## src/rtl/cursor_pkg.sv

```systemverilog
// Shared encodings for the cursor controller: step direction, repeat-FSM states
// and the button index map used by the top level.
package cursor_pkg;

    typedef enum logic [1:0] {
        STEP_ZERO = 2'b00,
        STEP_POS  = 2'b01,
        STEP_NEG  = 2'b11
    } step_e;

    typedef enum logic [1:0] {
        ST_IDLE   = 2'b00,
        ST_DELAY  = 2'b01,
        ST_REPEAT = 2'b10
    } state_e;

    localparam int BTN_LEFT  = 0;
    localparam int BTN_RIGHT = 1;
    localparam int BTN_UP    = 2;
    localparam int BTN_DOWN  = 3;

    // Opposing buttons cancel to a zero step.
    function automatic step_e step_dir(input logic neg, input logic pos);
        if (neg && !pos)      return STEP_NEG;
        else if (pos && !neg) return STEP_POS;
        else                  return STEP_ZERO;
    endfunction

endpackage

```

## src/rtl/button_debounce.sv

```systemverilog
// One push-button: 2-FF synchroniser, stability-count debouncer and a
// registered rising-edge press pulse one cycle after the debounced level rises.
module button_debounce #(
    parameter int DEBOUNCE_CYCLES = 500000
) (
    input  logic clk,
    input  logic rst,
    input  logic raw,
    output logic level,
    output logic press
);

    localparam int CNT_W = (DEBOUNCE_CYCLES > 1) ? $clog2(DEBOUNCE_CYCLES) : 1;
    localparam logic [CNT_W-1:0] CNT_LAST = CNT_W'(DEBOUNCE_CYCLES - 1);

    logic             sync1_q, sync1_d;
    logic             sync2_q, sync2_d;
    logic             level_q, level_d;
    logic             prev_q, prev_d;
    logic             press_q, press_d;
    logic [CNT_W-1:0] cnt_q, cnt_d;

    always_comb begin
        sync1_d = raw;
        sync2_d = sync1_q;
        level_d = level_q;
        cnt_d   = '0;
        prev_d  = level_q;
        press_d = level_q & ~prev_q;
        // Counter only runs while the input disagrees; any agreement restarts it.
        if (sync2_q != level_q) begin
            if (cnt_q == CNT_LAST) level_d = sync2_q;
            else                   cnt_d   = cnt_q + CNT_W'(1);
        end
    end

    always_ff @(posedge clk) begin
        if (rst) begin
            sync1_q <= 1'b0;
            sync2_q <= 1'b0;
            level_q <= 1'b0;
            cnt_q   <= '0;
            prev_q  <= 1'b0;
            press_q <= 1'b0;
        end else begin
            sync1_q <= sync1_d;
            sync2_q <= sync2_d;
            level_q <= level_d;
            cnt_q   <= cnt_d;
            prev_q  <= prev_d;
            press_q <= press_d;
        end
    end

    assign level = level_q;
    assign press = press_q;

endmodule

```

## src/rtl/cursor_controller.sv

```systemverilog
// Button-driven grid cursor: debounces five buttons, runs a shared press/auto-repeat
// FSM and keeps registered cell and pixel-origin coordinates.
module cursor_controller
    import cursor_pkg::*;
#(
    parameter int GRID_COLS       = 32,
    parameter int GRID_ROWS       = 24,
    parameter int CELL_SIZE       = 20,
    parameter int DEBOUNCE_CYCLES = 500000,
    parameter int REPEAT_DELAY    = 25000000,
    parameter int REPEAT_RATE     = 5000000,
    parameter int WRAP            = 1,
    localparam int CW  = $clog2(GRID_COLS),
    localparam int RW  = $clog2(GRID_ROWS),
    localparam int PXW = $clog2(GRID_COLS * CELL_SIZE),
    localparam int PYW = $clog2(GRID_ROWS * CELL_SIZE)
) (
    input  logic           clk,
    input  logic           rst,
    input  logic           button_left,
    input  logic           button_right,
    input  logic           button_up,
    input  logic           button_down,
    input  logic           button_select,
    output logic [CW-1:0]  cur_col,
    output logic [RW-1:0]  cur_row,
    output logic [PXW-1:0] pix_x,
    output logic [PYW-1:0] pix_y,
    output logic           move_valid,
    output logic           select_pulse
);

    localparam int TMAX = (REPEAT_DELAY > REPEAT_RATE) ? REPEAT_DELAY : REPEAT_RATE;
    localparam int TW   = (TMAX > 1) ? $clog2(TMAX) : 1;
    localparam logic [TW-1:0] DELAY_LAST = TW'(REPEAT_DELAY - 1);
    localparam logic [TW-1:0] RATE_LAST  = TW'(REPEAT_RATE - 1);
    localparam logic [CW-1:0] COL_MAX    = CW'(GRID_COLS - 1);
    localparam logic [RW-1:0] ROW_MAX    = RW'(GRID_ROWS - 1);

    logic [3:0] dir_raw, dir_level, dir_press;
    logic       sel_press, sel_level_unused;

    assign dir_raw = {button_down, button_up, button_right, button_left};

    for (genvar i = 0; i < 4; i++) begin : g_dir
        button_debounce #(.DEBOUNCE_CYCLES(DEBOUNCE_CYCLES)) u_deb (
            .clk   (clk),
            .rst   (rst),
            .raw   (dir_raw[i]),
            .level (dir_level[i]),
            .press (dir_press[i])
        );
    end

    button_debounce #(.DEBOUNCE_CYCLES(DEBOUNCE_CYCLES)) u_sel (
        .clk   (clk),
        .rst   (rst),
        .raw   (button_select),
        .level (sel_level_unused),
        .press (sel_press)
    );

    step_e  step_x, step_y;
    logic   held, any_press, nonzero, do_step;
    state_e state_q, state_d;
    logic [TW-1:0] timer_q, timer_d;

    assign step_x    = step_dir(dir_level[BTN_LEFT], dir_level[BTN_RIGHT]);
    assign step_y    = step_dir(dir_level[BTN_UP],   dir_level[BTN_DOWN]);
    assign held      = |dir_level;
    assign any_press = |dir_press;
    assign nonzero   = (step_x != STEP_ZERO) || (step_y != STEP_ZERO);

    always_comb begin
        state_d = state_q;
        timer_d = timer_q + TW'(1);
        do_step = 1'b0;
        unique case (state_q)
            ST_IDLE: begin
                timer_d = '0;
                if (any_press && nonzero) begin
                    do_step = 1'b1;
                    state_d = ST_DELAY;
                end
            end
            ST_DELAY: begin
                if (!held) begin
                    state_d = ST_IDLE;
                    timer_d = '0;
                end else if (any_press) begin
                    do_step = 1'b1;
                    timer_d = '0;
                end else if (timer_q == DELAY_LAST) begin
                    do_step = 1'b1;
                    timer_d = '0;
                    state_d = ST_REPEAT;
                end
            end
            ST_REPEAT: begin
                if (!held) begin
                    state_d = ST_IDLE;
                    timer_d = '0;
                end else if (any_press) begin
                    // A new direction restarts the initial hold delay.
                    do_step = 1'b1;
                    timer_d = '0;
                    state_d = ST_DELAY;
                end else if (timer_q == RATE_LAST) begin
                    do_step = 1'b1;
                    timer_d = '0;
                end
            end
            default: begin
                state_d = ST_IDLE;
                timer_d = '0;
            end
        endcase
    end

    logic [CW-1:0]  col_q, col_d;
    logic [RW-1:0]  row_q, row_d;
    logic [PXW-1:0] pix_x_q, pix_x_d;
    logic [PYW-1:0] pix_y_q, pix_y_d;
    logic           move_valid_q, move_valid_d;

    always_comb begin
        col_d = col_q;
        row_d = row_q;
        if (do_step) begin
            unique case (step_x)
                STEP_NEG: col_d = (col_q == '0) ? ((WRAP != 0) ? COL_MAX : '0) : col_q - CW'(1);
                STEP_POS: col_d = (col_q == COL_MAX) ? ((WRAP != 0) ? '0 : COL_MAX) : col_q + CW'(1);
                default:  col_d = col_q;
            endcase
            unique case (step_y)
                STEP_NEG: row_d = (row_q == '0) ? ((WRAP != 0) ? ROW_MAX : '0) : row_q - RW'(1);
                STEP_POS: row_d = (row_q == ROW_MAX) ? ((WRAP != 0) ? '0 : ROW_MAX) : row_q + RW'(1);
                default:  row_d = row_q;
            endcase
        end
        // Zero or saturated steps leave the position alone and stay silent.
        move_valid_d = (col_d != col_q) || (row_d != row_q);
        pix_x_d      = PXW'(col_d) * PXW'(CELL_SIZE);
        pix_y_d      = PYW'(row_d) * PYW'(CELL_SIZE);
    end

    always_ff @(posedge clk) begin
        if (rst) begin
            state_q      <= ST_IDLE;
            timer_q      <= '0;
            col_q        <= '0;
            row_q        <= '0;
            pix_x_q      <= '0;
            pix_y_q      <= '0;
            move_valid_q <= 1'b0;
        end else begin
            state_q      <= state_d;
            timer_q      <= timer_d;
            col_q        <= col_d;
            row_q        <= row_d;
            pix_x_q      <= pix_x_d;
            pix_y_q      <= pix_y_d;
            move_valid_q <= move_valid_d;
        end
    end

    assign cur_col      = col_q;
    assign cur_row      = row_q;
    assign pix_x        = pix_x_q;
    assign pix_y        = pix_y_q;
    assign move_valid   = move_valid_q;
    assign select_pulse = sel_press;

endmodule

```

## config.mk

```make
export PLATFORM = sky130hd
export DESIGN_NAME = cursor_controller
export DESIGN_NICKNAME = d
export VERILOG_FILES = /design/src/rtl/cursor_pkg.sv /design/src/rtl/button_debounce.sv /design/src/rtl/cursor_controller.sv
export SDC_FILE = /design/constraint.sdc
export NUM_CORES = 1
export LEC_CHECK = 0
export CAP_MARGIN = 20
export CELL_PAD_IN_SITES_DETAIL_PLACEMENT = 0
export CELL_PAD_IN_SITES_GLOBAL_PLACEMENT = 1
export CORE_ASPECT_RATIO = 0.7
export CORE_MARGIN = 1
export CORE_UTILIZATION = 45
export DETAILED_ROUTE_END_ITERATION = 10
export DONT_BUFFER_PORTS = 1
export PLACE_DENSITY_LB_ADDON = 0.12
export SYNTH_ARGS = -nofsm -noshare
export SYNTH_HDL_FRONTEND = slang
export SYNTH_SLANG_ARGS = --single-unit
```

## constraint.sdc

```tcl
create_clock -name clk -period 6.3 [get_ports clk]
set_input_delay 0.315 -clock clk [delete_from_list [all_inputs] [get_ports clk]]
set_output_delay 0.315 -clock clk [all_outputs]
set_load 0.02 [all_outputs]
```

# After elaboration in Yosys (flattened, before gate mapping)
# Index checks and enable logic that the tools add are counted.
# classes
add_sub_neg,10
mul,2
n_eq_ne,26
n_mux,34
bitwise,15
reduce_logical,29
# ops
op,count
25-bit 2-to-1 mux,6
19-bit by 1-bit adder with 19-bit output (second input constant),5
19-bit == test (second input constant),5
25-bit case mux with 2 select lines,1
5-bit 2-to-1 mux,6
25-bit by 1-bit adder with 25-bit output (second input constant),1
25-bit by 23-bit == test with 1-bit output (second input constant),1
25-bit == test (second input constant),1
5-bit case mux with 2 select lines,2
2-bit 2-to-1 mux,8
3-bit OR reduction,5
5-bit by 1-bit adder with 5-bit output (second input constant),2
5-bit == test (second input constant),2
5-bit zero test,2
5-bit != test,2
1-bit inverter,10
2-bit AND reduction,5
5-bit by 1-bit subtractor with 5-bit output (second input constant),2
1-bit 2-to-1 mux,9
3-bit != test (second input constant),3
5-bit by 3-bit multiplier with 8-bit output (second input constant),1
4-bit OR reduction,2
5-bit by 3-bit multiplier with 7-bit output (second input constant),1
2-bit by 1-bit == test with 1-bit output (second input constant),3
other kinds (12),31
# totals
reg_bits,177
inputBits,7
out_inout_bits,31
word_cells,155

# Longest topological paths before layout
# depth
depth_word,12
mapped_depth,15
ltp_nobuf,15

# Hierarchy
# Synthesis repeated with hierarchy kept, for this count alone.
# hier_totals
cells_unflattened,956
hier_area_um2,8523.2
# by_module_without_submodules
module,n_inst,cells_per_inst,area_each_um2,seq_area_each_um2
button_debounce,5,111,1019.7,480.5
cursor_controller,1,401,3424.5,980.9

# Worst setup path after synthesis
# Ideal clock, no wire load.
# synth_timing
path_type,register to register
from,reg state_q[0]
to,reg pix_x_q[8] (netlist: pix_x[8])
setup_ns,0.121
t_arrival_ns,3.044
required_time_ns,6.179
setup_slack_ns,3.134
stages_incl_launch_ff,14
n_path_buf,0
synth_period_minus_slack_ns,3.166
path_cell_list,dfxtp_1 > inv_1 > ha_1 > and3b_1 > nand4_1 > a211o_2 > a21oi_4 > mux2_4 > ha_1 > ha_1 > a21o_1 > a21oi_1 > nor2_1 > mux2_4
# synth_between
elab_chain_cells,4
word_cells_on_any_way,6
classes_between,mul: 1; eq/ne: 2; mux: 2; reduce/logical: 1
# synth_rtl
element,line_no,source
"start, declared",cursor_controller.sv:65,"state_e state_q, state_d;"
"start signal, assigned",cursor_controller.sv:157,state_q <= state_d;
2-bit == test (tied with other cells),cursor_controller.sv:78,unique case (state_q)
1-bit case mux with 3 select lines *,cursor_controller.sv:78,
5-bit 2-to-1 mux *,cursor_controller.sv:129,if (do_step) begin
via col_d[1],cursor_controller.sv:120,"logic [CW-1:0] col_q, col_d;"
5-bit by 3-bit multiplier with 8-bit output *,cursor_controller.sv:143,pix_x_d = PXW'(col_d) * PXW'(CELL_SIZE);
"end signal, assigned",cursor_controller.sv:161,pix_x_q <= pix_x_d;
"end, declared",cursor_controller.sv:122,"logic [PXW-1:0] pix_x_q, pix_x_d;"
# The timed path passes the listed nets; every way through them passes the cells marked *.
# A chain may end at the register's enable or synchronous reset.

# Final worst setup path
# layout_timing
from,reg col_q[1] (netlist: cur_col[1])
to,reg pix_x_q[8] (netlist: pix_x[8])
# layout_between
elab_chain_cells,5
word_cells_on_any_way,9
classes_between,add/sub: 2; mul: 1; eq/ne: 1; mux: 4; reduce/logical: 1
# layout_rtl
element,line_no,source
"start, declared",cursor_controller.sv:120,
"start signal, assigned",cursor_controller.sv:159,col_q <= col_d;
5-bit by 1-bit adder with 5-bit output (tied with other cells),cursor_controller.sv:132,STEP_POS: col_d = (col_q == COL_MAX) ? ((WRAP != 0) ? '0 : COL_MAX) : col_q + CW'(1);
"5-bit 2-to-1 mux, on equally long branches","cursor_controller.sv:132, cursor_controller.sv:131",
5-bit case mux with 2 select lines *,cursor_controller.sv:130,unique case (step_x)
5-bit 2-to-1 mux *,cursor_controller.sv:129,
via col_d[2],cursor_controller.sv:120,
5-bit by 3-bit multiplier with 8-bit output *,cursor_controller.sv:143,
# Marked as above.

==> out/metrics.csv <==
stage;metric;value;unit
outcome;status;completed;
global_routing;global-route wire length before repair;26.7;mm
route;routed wire length;15.8;mm
timing;final hold viol count;0;
logic_synthesis;post-synthesis cell area;7990;um^2
logic_synthesis;number of synthesized flops with an enable pin;0;
timing;fmax;281;MHz
setup_path;crit path from;cur_col[1];
timing;period utilization;56.4;%
die;die area;18300;um^2
cts;Worst-Skew Late Latency;420;ps
timing;Final Setup Violations;0;
cells_and_area;n_diodes;0;
setup_path;worst flop-to-flop path startpoint;cur_col[1];
setup_path;CP startpoint kind;register;
global_routing;antenna violations before repair;0;
cts;root buf cell;clkbuf_16;
logic_synthesis;cell with the most instances after synthesis;nor2_1;
logic_synthesis;top-area cell type share of the netlist area;42.4;%
timing;max_slew headroom;52.1;%
setup_path;critical path's largest stage delay;530;ps
logic_synthesis;mean cell area of the mapped netlist;8.79;um^2
logic_synthesis;Primary FF master, synth;dfxtp_1;
route;wire per inst;13.8;um
cts;CTS Buf Count;17;
min_path;hold_sp;button_up;
timing;crit path time final;3550;ps
global_routing;vias in the first global route;5562;
cells_and_area;ratio of cells with drive above 1 in the final layout;5.69;%
global_routing;pin count of the biggest net entering global routing;45;
logic_synthesis;Yosys top cell by area;dfxtp_1;
cells_and_area;Layout Area Growth over Synthesis;9.07;%
pwr;total power;2.09;mW
route;drt initial violations;411;
logic_synthesis;Synth area leaders;dfxtp_1 (42%), nor2_1 (8.2%), xor2_1 (6.6%), xnor2_1 (6.3%), ha_1 (5.2%);
die;I/O pin cnt;38;
pwr;VDD IR max;144;uV
setup_path;CP cell instances;ha_1, and3_1, ha_1, nand2b_1, o22a_1, a211oi_1, nor2_1, a21oi_1, ha_1, ha_1, a21o_1, a21oi_1, nor2_1, mux2_4;
setup_path;Worst path slowest cell;dfxtp_1;
placed_design;port buffer count;0;
min_path;Hold Path Class;in2reg;
die;Initial Util;46.2;%
pwr;PwrDens;240;nW/um^2
setup_path;crit path max fanout;10;
route;DR pass1 iterations;4;
route;Final ANT Viol Nets;0;
cts;Post-CTS Resized;0;
cts;Clock transition at path regs;70;ps
timing;RSZ-0062 raised after global routing;no;
die;placement row count;40;
setup_path;CP arrival;3860;ps
cts;Clock Tree Buf Depth;2;
logic_synthesis;ys async rst share;0;%
setup_path;CP most frequent cell;ha_1;
cts;hold_buf cts;1;
flow_run;max_cap viols;0;
pwr;LEAKAGE;2.98;nW
timing;Slew Limit Fails;0;
die;Die Ht;113;um
route;drt drc;0;
placed_design;HPWL after DPL;11.0;mm
route;routed via count;5929;
global_routing;Overflow after GRT;0;
logic_synthesis;Post-synth top cells;nor2_1 (175), dfxtp_1 (169), xor2_1 (60);
cells_and_area;net total in the final layout;943;
cts;Post-CTS Setup Inserts;0;
logic_synthesis;Gate Count Post-Synth;908;
setup_path;Critical Path Sink Type;register;
die;die width;161;um
logic_synthesis;Yosys warning total;0;
timing;Fin Setup TNS;0;ps
route;vias per cell;5.18;
cts;CTS tree;yes;
logic_synthesis;Seq/Total Area, Yosys;42.4;%
logic_synthesis;synthesized flop and latch total;169;
setup_path;critical path type;reg2reg;
global_routing;Total Routing Usage GR;18.1;%
cts;H-tree Lvls;4;
logic_synthesis;number of library cell types mapped by synthesis;65;
die;Core Box Area;17300;um^2
cts;CTS sink cnt;169;
setup_path;Req. time, crit path;6610;ps
cells_and_area;Fillers;1602;
timing;worst slew pin tran;712;ps
placed_design;routability cong.;0.811;
timing;Clock Skews;10.0;ps
==> cell usage in the layout, fill, tap and decap left out, types with 5 or more instances in the layout <==
cell type and n:
nor2_1 175, dfxtp_1 169, xor2_1 60, nand2_1 59
xnor2_1 57, nand3_1 49, inv_1 36, ha_1 33
nor2b_1 24, and3_1 22, nor3_1 20, nand4_1 18
a21oi_1 18, o21ai_0 17, clkbuf_16 17, and2_1 10
nor4_1 10, and4_1 9, or3_1 9, mux2i_1 7
a211oi_1 6, o211ai_1 5
==> metrics by stage <==
step / hold slack (ps) / util (%) / std cells / area [um^2] / setup slack (ps)
6_report: 27.5 / 50.4 / 1145 / 8710 / 2750
5_1_grt: 7.89 / 50.4 / 1145 / 8710 / 2520
4_1_cts: 6.82 / 50.4 / 1144 / 8690 / 2760
3_5_place_dp: 376 / 47.0 / 1111 / 8120 / 2780
3_3_place_gp: 371 / 47.0 / 1111 / 8120 / 2850
2_1_floorplan: 367 / - / 911 / 8000 / 3130
==> metal layers <==
metal / vias to the layer above / track usage [%] / routed length, um
li1: 3037 / - / -
met1: 2793 / 26.2 / 8450
met2: 90 / 26.1 / 6580
met3: 9 / 4.80 / 622
met4: 0 / 5.28 / 125
met5: - / 0 / 0
==> worst max-delay path: cells and delay by family, from the launching register on <==
kind            cells  cell delay (ps)
fa+ha+maj           4             1090
compound gates      5             1020
flops               1              530
simple gates        4              530
mux                 1              260
==> cell families after synthesis <==
kind of cell / Yosys count / share of synthesized area [%]
buf+inv: 68 / 3.81
simple gates: 433 / 27.0
fa+ha+maj: 35 / 5.67
other cells: 1 / 0.0470
xor+xnor: 117 / 12.8
compound gates: 72 / 6.38
flops: 169 / 42.4
mux: 13 / 1.91
==> layout make-up <==
class / instances / area [um^2] / share of cell area [%]
clock buffer: 19 / 433 / 4.97
clock inverter: 13 / 121 / 1.39
multi-input combinational: 674 / 4310 / 49.5
tap: 231 / 289 / 3.32
inverter: 37 / 139 / 1.59
timing repair buffer: 2 / 35.0 / 0.402
sequential: 169 / 3380 / 38.8
==> state kept, by name (all words and copies together) (netlist names) <==
name	flops
g_dir.u_deb.cnt_q	76
timer_q	25
u_sel.cnt_q	19
pix_x	6
cur_col	5
cur_row	5
pix_y	5
g_dir.u_deb.level	4
g_dir.u_deb.press	4
g_dir.u_deb.prev_q	4
g_dir.u_deb.sync1_q	4
g_dir.u_deb.sync2_q	4
state_q	2
move_valid	1
u_sel.level	1
u_sel.press	1
u_sel.prev_q	1
u_sel.sync1_q	1
u_sel.sync2_q	1
==> path summary, 6_finish.rpt <==
check / cells past startpoint / slack (ps) / endpoint
hold reg to reg: 1 / 370 / g_dir[2].u_deb.press
hold / removal: 1 / 30 / g_dir[2].u_deb.sync1_q
setup / recovery: 14 / 2750 / pix_x[8]
setup reg to reg: 14 / 2750 / pix_x[8]
==> power by group <==
part	internal [mW]	leakage [nW]	switching, mW	total (mW)
logic	0.0104	1.35	0.0192	0.0296
clock network	0.548	0.262	0.440	0.988
registers	1.07	1.36	0.00318	1.08
(Power assumes the default switching activity.)
